==> config.mk <==
export PLATFORM = sky130hd
export DESIGN_NAME = fp_addsub_presort
export DESIGN_NICKNAME = d
export VERILOG_FILES = /design/src/rtl/fp_addsub_presort.sv
export SDC_FILE = /design/constraint.sdc
export NUM_CORES = 1
export LEC_CHECK = 0
export CELL_PAD_IN_SITES_DETAIL_PLACEMENT = 1
export CELL_PAD_IN_SITES_GLOBAL_PLACEMENT = 2
export CORE_MARGIN = 2
export CORE_UTILIZATION = 33
export CTS_BUF_LIST = sky130_fd_sc_hd__clkbuf_4 sky130_fd_sc_hd__clkbuf_8
export CTS_CLUSTER_DIAMETER = 40
export CTS_CLUSTER_SIZE = 24
export DETAILED_ROUTE_END_ITERATION = 10
export PLACE_DENSITY = 0.89
export SLEW_MARGIN = 10
export SYNTH_ARGS = -nofsm -noshare
export SYNTH_HDL_FRONTEND = slang
export SYNTH_SLANG_ARGS = --single-unit
==> constraint.sdc <==
create_clock -name clk -period 3.9 [get_ports clk]
set_clock_uncertainty 0.1 [all_clocks]
set_input_delay 0.39 -clock clk [delete_from_list [all_inputs] [get_ports clk]]
set_output_delay 0.39 -clock clk [all_outputs]
set_load 0.01 [all_outputs]
==> src/rtl/fp_addsub_presort.sv <==
// Front end of an FP adder: orders operands by magnitude, aligns exponents and
// resolves the result sign, in a two-stage valid/ready pipeline.
module fp_addsub_presort #(
  parameter int EW  = 8,
  parameter int MW  = 23,
  parameter int SAT = MW + 3
) (
  input  logic          clk,
  input  logic          rst,
  input  logic          in_valid,
  output logic          in_ready,
  input  logic          op,
  input  logic [1:0]    rm,
  input  logic          a_s,
  input  logic          b_s,
  input  logic [EW-1:0] a_e,
  input  logic [EW-1:0] b_e,
  input  logic [MW-1:0] a_m,
  input  logic [MW-1:0] b_m,
  output logic          out_valid,
  input  logic          out_ready,
  output logic [EW-1:0] big_e,
  output logic [MW:0]   big_m,
  output logic [MW:0]   small_m,
  output logic [EW-1:0] exp_diff,
  output logic          eff_sub,
  output logic          sign,
  output logic          swap,
  output logic          equal,
  output logic          nan_in,
  output logic [1:0]    rm_q
);
  localparam logic [EW-1:0] SAT_V = EW'(SAT);
  localparam logic [1:0]    RM_RDN = 2'b10;

  // stage 1
  logic          s1_vld_q, s1_a_s_q, s1_b_eff_q, s1_eff_sub_q, s1_swap_q, s1_equal_q;
  logic [1:0]    s1_rm_q;
  logic [EW-1:0] s1_a_e_q, s1_b_e_q;
  logic [MW-1:0] s1_a_m_q, s1_b_m_q;
  // stage 2
  logic          s2_vld_q, sign_q, swap_q, equal_q, eff_sub_q, nan_q;
  logic [1:0]    rm2_q;
  logic [EW-1:0] big_e_q, diff_q;
  logic [MW:0]   big_m_q, small_m_q;

  logic s1_load, s2_load;
  logic b_eff_d;
  logic [EW+MW-1:0] mag_a, mag_b;

  // Stage 1 advances into stage 2 whenever stage 2 is free or draining.
  assign s2_load  = s1_vld_q & (~s2_vld_q | out_ready);
  assign in_ready = ~s1_vld_q | s2_load;
  assign s1_load  = in_valid & in_ready;

  assign b_eff_d = b_s ^ op;
  assign mag_a   = {a_e, a_m};
  assign mag_b   = {b_e, b_m};

  always_ff @(posedge clk) begin
    if (rst) begin
      s1_vld_q     <= 1'b0;
      s1_a_s_q     <= 1'b0;
      s1_b_eff_q   <= 1'b0;
      s1_eff_sub_q <= 1'b0;
      s1_swap_q    <= 1'b0;
      s1_equal_q   <= 1'b0;
      s1_rm_q      <= '0;
      s1_a_e_q     <= '0;
      s1_b_e_q     <= '0;
      s1_a_m_q     <= '0;
      s1_b_m_q     <= '0;
    end else begin
      if (s1_load || s2_load) s1_vld_q <= s1_load;
      if (s1_load) begin
        s1_a_s_q     <= a_s;
        s1_b_eff_q   <= b_eff_d;
        s1_eff_sub_q <= a_s ^ b_eff_d;
        s1_swap_q    <= mag_b > mag_a;
        s1_equal_q   <= mag_a == mag_b;
        s1_rm_q      <= rm;
        s1_a_e_q     <= a_e;
        s1_b_e_q     <= b_e;
        s1_a_m_q     <= a_m;
        s1_b_m_q     <= b_m;
      end
    end
  end

  // Stage 2 combinational routing: A stays big on ties.
  logic [EW-1:0] big_e_d, small_e_d, raw_diff_d, diff_d;
  logic [MW:0]   big_m_d, small_m_d;
  logic          sign_d, nan_d;

  always_comb begin
    big_e_d   = s1_swap_q ? s1_b_e_q : s1_a_e_q;
    small_e_d = s1_swap_q ? s1_a_e_q : s1_b_e_q;
    big_m_d   = s1_swap_q ? {|s1_b_e_q, s1_b_m_q} : {|s1_a_e_q, s1_a_m_q};
    small_m_d = s1_swap_q ? {|s1_a_e_q, s1_a_m_q} : {|s1_b_e_q, s1_b_m_q};
    raw_diff_d = big_e_d - small_e_d;
    diff_d     = (raw_diff_d > SAT_V) ? SAT_V : raw_diff_d;
    if (!s1_equal_q)       sign_d = s1_swap_q ? s1_b_eff_q : s1_a_s_q;
    else if (!s1_eff_sub_q) sign_d = s1_a_s_q;
    else                   sign_d = (s1_rm_q == RM_RDN);
    nan_d = ((&s1_a_e_q) & (|s1_a_m_q)) | ((&s1_b_e_q) & (|s1_b_m_q));
  end

  always_ff @(posedge clk) begin
    if (rst) begin
      s2_vld_q  <= 1'b0;
      sign_q    <= 1'b0;
      swap_q    <= 1'b0;
      equal_q   <= 1'b0;
      eff_sub_q <= 1'b0;
      nan_q     <= 1'b0;
      rm2_q     <= '0;
      big_e_q   <= '0;
      diff_q    <= '0;
      big_m_q   <= '0;
      small_m_q <= '0;
    end else begin
      if (s2_load || out_ready) s2_vld_q <= s2_load;
      if (s2_load) begin
        sign_q    <= sign_d;
        swap_q    <= s1_swap_q;
        equal_q   <= s1_equal_q;
        eff_sub_q <= s1_eff_sub_q;
        nan_q     <= nan_d;
        rm2_q     <= s1_rm_q;
        big_e_q   <= big_e_d;
        diff_q    <= diff_d;
        big_m_q   <= big_m_d;
        small_m_q <= small_m_d;
      end
    end
  end

  assign out_valid = s2_vld_q;
  assign big_e     = big_e_q;
  assign big_m     = big_m_q;
  assign small_m   = small_m_q;
  assign exp_diff  = diff_q;
  assign eff_sub   = eff_sub_q;
  assign sign      = sign_q;
  assign swap      = swap_q;
  assign equal     = equal_q;
  assign nan_in    = nan_q;
  assign rm_q      = rm2_q;
endmodule

==> results of run 1 <==
layout make-up:
| cell class | instances | area share [%] |
|---|---|---|
| multi-input combinational | 599 | 41.1 |
| sequential | 142 | 31.9 |
| timing repair buffer | 151 | 16.8 |
| tap | 270 | 3.78 |
| clock buffer | 19 | 2.79 |
| clock inverter | 13 | 2.12 |
| inverter | 36 | 1.51 |
| antenna | 1 | 0.0280 |
worst min-delay path by stage:
stage | endpoint | depth (start not counted) | from
after floorplan | s1_a_s_q | 2 | s1_a_s_q
after global placement | s1_a_s_q | 2 | s1_a_s_q
after detailed placement | s1_a_s_q | 2 | s1_a_s_q
after CTS | s1_b_e_q[5] | 2 | rst
after global routing | s1_b_e_q[5] | 2 | rst
final | s1_b_e_q[5] | 2 | rst
power by group:
group          switching (uW)  leakage [uW]  internal, uW  total, uW
combinational             332       0.00194           315        647
clock                     600      0.000206           714       1310
sequential               85.0       0.00117          1540       1620
total                    1020       0.00331          2570       3580
layer usage:
| metal | part of all wire, % | routed length [um] |
|---|---|---|
| met3 | 2.7 | 550 |
| met5 | 0 | 0 |
| met1 | 47 | 9600 |
| met2 | 48 | 9840 |
| met4 | 1.5 | 310 |
state kept, by name, indices dropped and copies added, names as in the netlist, 2 cells and up:
register and count:
s1_a_e_q 8, s1_rm_q 2, small_m 24, big_m 24
rm_q 2, exp_diff 8, s1_a_m_q 23, s1_b_e_q 8
big_e 8, s1_b_m_q 23
placed cells by master (no fill, tap or decap), types with 16 or more instances in the layout:
cell	n
inv_1	36
a211oi_1	59
nor2_1	73
dfxtp_1	141
clkdlybuf4s50_1	142
a21oi_1	91
clkbuf_8	17
nor4_1	16
mux2i_1	54
nand2_1	153
ha_1	32
metrics by stage:
stage / setup WS (ps) / hold WS, ps / cell area, sq um / power [uW]
2_1_floorplan: 1640 / 336 / 6900 / 2020
4_1_cts: 1270 / 276 / 8930 / 3640
3_5_place_dp: 949 / 350 / 8490 / 2310
3_3_place_gp: 1030 / 344 / 8490 / 2300
6_report: 1290 / 292 / 8930 / 3580
5_1_grt: 1080 / 295 / 8930 / 3780
worst max-delay path, stage by stage, from the launching register on:
cell     delay (ps)
dfxtp_4         550
nor3b_1         100
a21oi_1         220
ha_1            190
nor3_1           70
o32ai_1         420
a22oi_1         140
xnor2_1         180
nor4_2          370
a32o_2          220
kinds of logic after synthesis:
kind of cell	share of synthesized area [%]
AND/OR/NAND/NOR	19.3
AO/OA/AOI/OAI	18.6
flip-flops	41.2
buffers and inverters	5.76
multiplexers	7.83
adder cells (fa/ha/maj)	5.80
XOR/XNOR	1.52
==> results.toml, run 1 <==
[cts]
htreeDepth = 4
ctsRootBufferMaster = "clkbuf_8"
cts_tree = "done"
cts_buffer_depth = 2
post_cts_buffers = 0
clkTransAtPathRegs_ps = 80
ctsHoldBuffers = 0
cts_sinks = 142
clk_latency_ps = 450
cts_buffers = 17
cts_resized = 0

[placement]
port_buffers = 143
place_inst = 1198
gp_congestion = 0.822
post-dp-hpwl_mm = 15.2

[setup_path]
cp_max_fo = 26
cp-startpoint = "s1_swap_q"
arrival_ps = 2900
critical_path_required_ps = 4190
rrSetupSlack_ps = 1290
ff2ff_path_depth = 9
crit_path_end_kind = "register"
timing.rr.end = "exp_diff[0]"
startpoint_type = "register"
crit_end = "exp_diff[0]"
criticalPathCategory = "register to register"
reg2reg_from = "s1_swap_q"

[sta]
clock.fmax_ghz = 0.383
slew_violations = 0
worstMarginPinSlew_ps = 806
finalHoldViolCount = 0
fin_crit_sh_pct = 66.9
fin_crit_ps = 2610
rsz0062_at_grt = "no"
relSlewSlack_pct = 46.3
setup_viol = 0
fin_setup_tns_ps = 0

[finish]
drive_above_1_share_pct = 5.42
areaGrowthSynthToFinish_pct = 29.3
multi_input_area_sq_um = 3670
fillerInstances = 2420
seqCellArea_sq_um = 2850
nets = 1050
fin_cells = 1231
final_util_pct = 43.8

[synth]
netlist-cell-type-count = 51
yosys-top-cells-count = "154 x nand2_1, 142 x dfxtp_1, 91 x a21oi_1"
synth_area_per_cell_sq_um = 8.28
syn-num-nets = 937
synthMostInstantiatedCell = "nand2_1"
synth_edf_count = 0
yosys_warnings = 0
yosysTopAreaCellShare_pct = 41.2
synth_seq_cells = 142
ys_seq_area_share_pct = 41.2
yosysTopAreaCell = "dfxtp_1"
syn_inst = 834
synth_area_sq_um = 6900
synth.area.top_cells = "dfxtp_1 41%, nand2_1 8.4%, mux2i_1 7.8%"
synthFlopType = "dfxtp_1"
synth_async_sr_flop_share_pct = 0

[route]
drtAntennaViolNets = 0
wl_per_cell_um = 16.5
detail_route.wirelength_mm = 20.3
drtIter0Drc = 263
dr.pass1.iters = 5
drc = 0
vias_per_cell = 5.03
num_vias = 6189

[floorplanning]
ios = 144
rows = 52
die_w_um = 149
design.core.area_sq_um = 20400
start_util_pct = 33.9
dieArea_sq_um = 22100
die_h_um = 149

[pwr]
leakage_uw = 0.00331
powerDensity_nw_per_um2 = 401
vdd_ir_drop_max_mv = 0.199

[global_route]
grt_util_met3_pct = 3.65
grt_use_met2_pct = 32.2
grt_util_met1_pct = 24.4
busiest_layer = "met2"
grt_pass1_vias = 6300
globalRouteOverflowTotal = 0
grt_pass1_wl_mm = 32.9
grt_start_max_net_pins = 52
track_usage_pct = 18.9
antenna_found_initial = 1

[flow_run]
cap_viol_max_count = 0

[hold_path]
hold_class = "primary input to register"

[run_status]
status = "complete, no violations"
Note: power is estimated with default switching activity, not from simulation.
==> run 2: changes to the inputs <==
Settings changed: CORE_UTILIZATION 33 to 31, PLACE_DENSITY 0.89 to 0.84.
Clock period 3.9 ns to 2.4 ns, I/O delays scaled along.
==> results.toml, run 2 (same netlist as run 1, synthesis figures left out) <==
[floorplanning]
dieArea_sq_um = 23500
design.core.area_sq_um = 21800
die_w_um = 153
ios = 144
rows = 54
die_h_um = 153
start_util_pct = 31.6

[route]
wl_per_cell_um = 17.2
drtAntennaViolNets = 0
num_vias = 6367
drtIter0Drc = 299
dr.pass1.iters = 4
detail_route.wirelength_mm = 22.0
drc = 0
vias_per_cell = 4.99

[finish]
fin_cells = 1277
antenna_cells = 0
areaGrowthSynthToFinish_pct = 36.3
mostFrequentLayoutCell = "nand2_1"
mostFrequentLayoutCells = "153 x nand2_1, 142 x clkdlybuf4s50_1, 136 x dfxtp_1"
nets = 1087
drive_above_1_share_pct = 11.4
fillerInstances = 2567

[cts]
htreeDepth = 4
clk_latency_ps = 460
post_cts_buffers = 0
ctsHoldBuffers = 0
cts_buffer_depth = 2
cts_tree = "done"
cts_buffers = 17
cts_sinks = 142
ctsRootBufferMaster = "clkbuf_8"
clkTransAtPathRegs_ps = 90

[hold_path]
hold_class = "primary input to register"

[sta]
setup_viol = 0
worst_hold_slack_ps = 101
finalHoldViolCount = 0
relSlewSlack_pct = 42.5
worstMarginPinSlew_ps = 863
fin_ws_ps = 81.1
slew_violations = 0
clock.fmax_ghz = 0.431
fin_crit_sh_pct = 96.6
fin_crit_ps = 2320

[global_route]
grt_start_max_net_pins = 60
globalRouteOverflowTotal = 0
track_usage_pct = 18.8
grt_pass1_vias = 6396
grt_pass1_wl_mm = 34.9
antenna_found_initial = 0

[pwr]
powerDensity_nw_per_um2 = 627
leakage_uw = 0.00356
vdd_ir_drop_max_mv = 0.295

[setup_path]
crit_path_end_kind = "register"
critical_path_required_ps = 2650
ff2ff_path_depth = 8
arrival_ps = 2570
rrSetupSlack_ps = 80
crit_end = "exp_diff[0]"
reg2reg_from = "s1_swap_q"
cp_max_fo = 14
startpoint_type = "register"
cp-startpoint = "s1_swap_q"
timing.rr.end = "exp_diff[0]"
criticalPathCategory = "register to register"

[placement]
post-dp-hpwl_mm = 16.3
dpl_worst_slack_ps = -174
place_inst = 1245
port_buffers = 143
gp_congestion = 0.839

[run_status]
status = "complete, no violations"

[flow_run]
cap_viol_max_count = 0
[run 2: cell count changes in the layout (fill, tap and decap cells not counted), sizes merged]
cell / before / now
clkinv: 2 / 6
clkbuf: 19 / 21
bufinv: 4 / 3
clkinvlp: 5 / 1
inv: 38 / 37
buf: 9 / 46
diode: 1 / 0
[run 2: where the power goes]
part / leakage (uW) / switching [uW] / total (uW) / internal (uW)
Combinational: 0.00217 / 625 / 1230 / 606
Sequential: 0.00117 / 121 / 2620 / 2500
Clock: 0.000219 / 937 / 2050 / 1120
[run 2: worst max-delay path, cell delays in order, from the launching register on]
cell and delay, ps:
dfxtp_4 390, buf_4 160, buf_4 240, inv_1 140
a21oi_1 320, a2111oi_4 80, a311oi_2 410, nor4_4 100
a32o_2 270
[run 2: per-stage QoR]
| step | utilization (%) | TNS, ps | total power [uW] | instance area (sq um) |
|---|---|---|---|---|
| global route | 43.1 | -45.4 | 6220 | 9410 |
| global placement | 40.5 | -68.7 | 3830 | 8830 |
| finish | 43.1 | 0 | 5900 | 9410 |
| CTS | 42.5 | 0 | 5920 | 9280 |
| floorplan | - | 0 | 3280 | 6900 |
| detailed placement | 40.5 | -314 | 3850 | 8830 |
[run 2: how the worst min path moves through the flow]
stage	from	to	slack (ps)	cells past startpoint
floorplan	in_valid	s1_vld_q	260	2
global placement	big_m[23]	big_m[23]	340	2
detailed placement	eff_sub	eff_sub	360	2
CTS	rst	small_m[23]	80	2
global route	rst	eff_sub	90	2
finish	rst	small_m[23]	100	2
[run 2: per-layer routing]
metal,track usage [%],share of wire (%)
met1,24.8,47
met2,31.4,48
met3,3.18,3.0
met4,6.13,1.6
met5,0,0
[run 2: final cells by class]
class                      instances  area [sq um]  share of cell area, %
sequential                       142          2860                   30.3
timing repair buffer             188          1830                   19.4
inverter                          36           135                   1.44
tap                              280           350                   3.72
clock buffer                      21           283                   3.01
clock inverter                    11           138                   1.46
multi-input combinational        599          3820                   40.6
[run 2: timing repair]
item                       4_1_cts  5_1_grt
pin swaps                        2        5
gates resized for setup          5       27
hold endpoints to repair         0        0
setup endpoints to repair        3        5
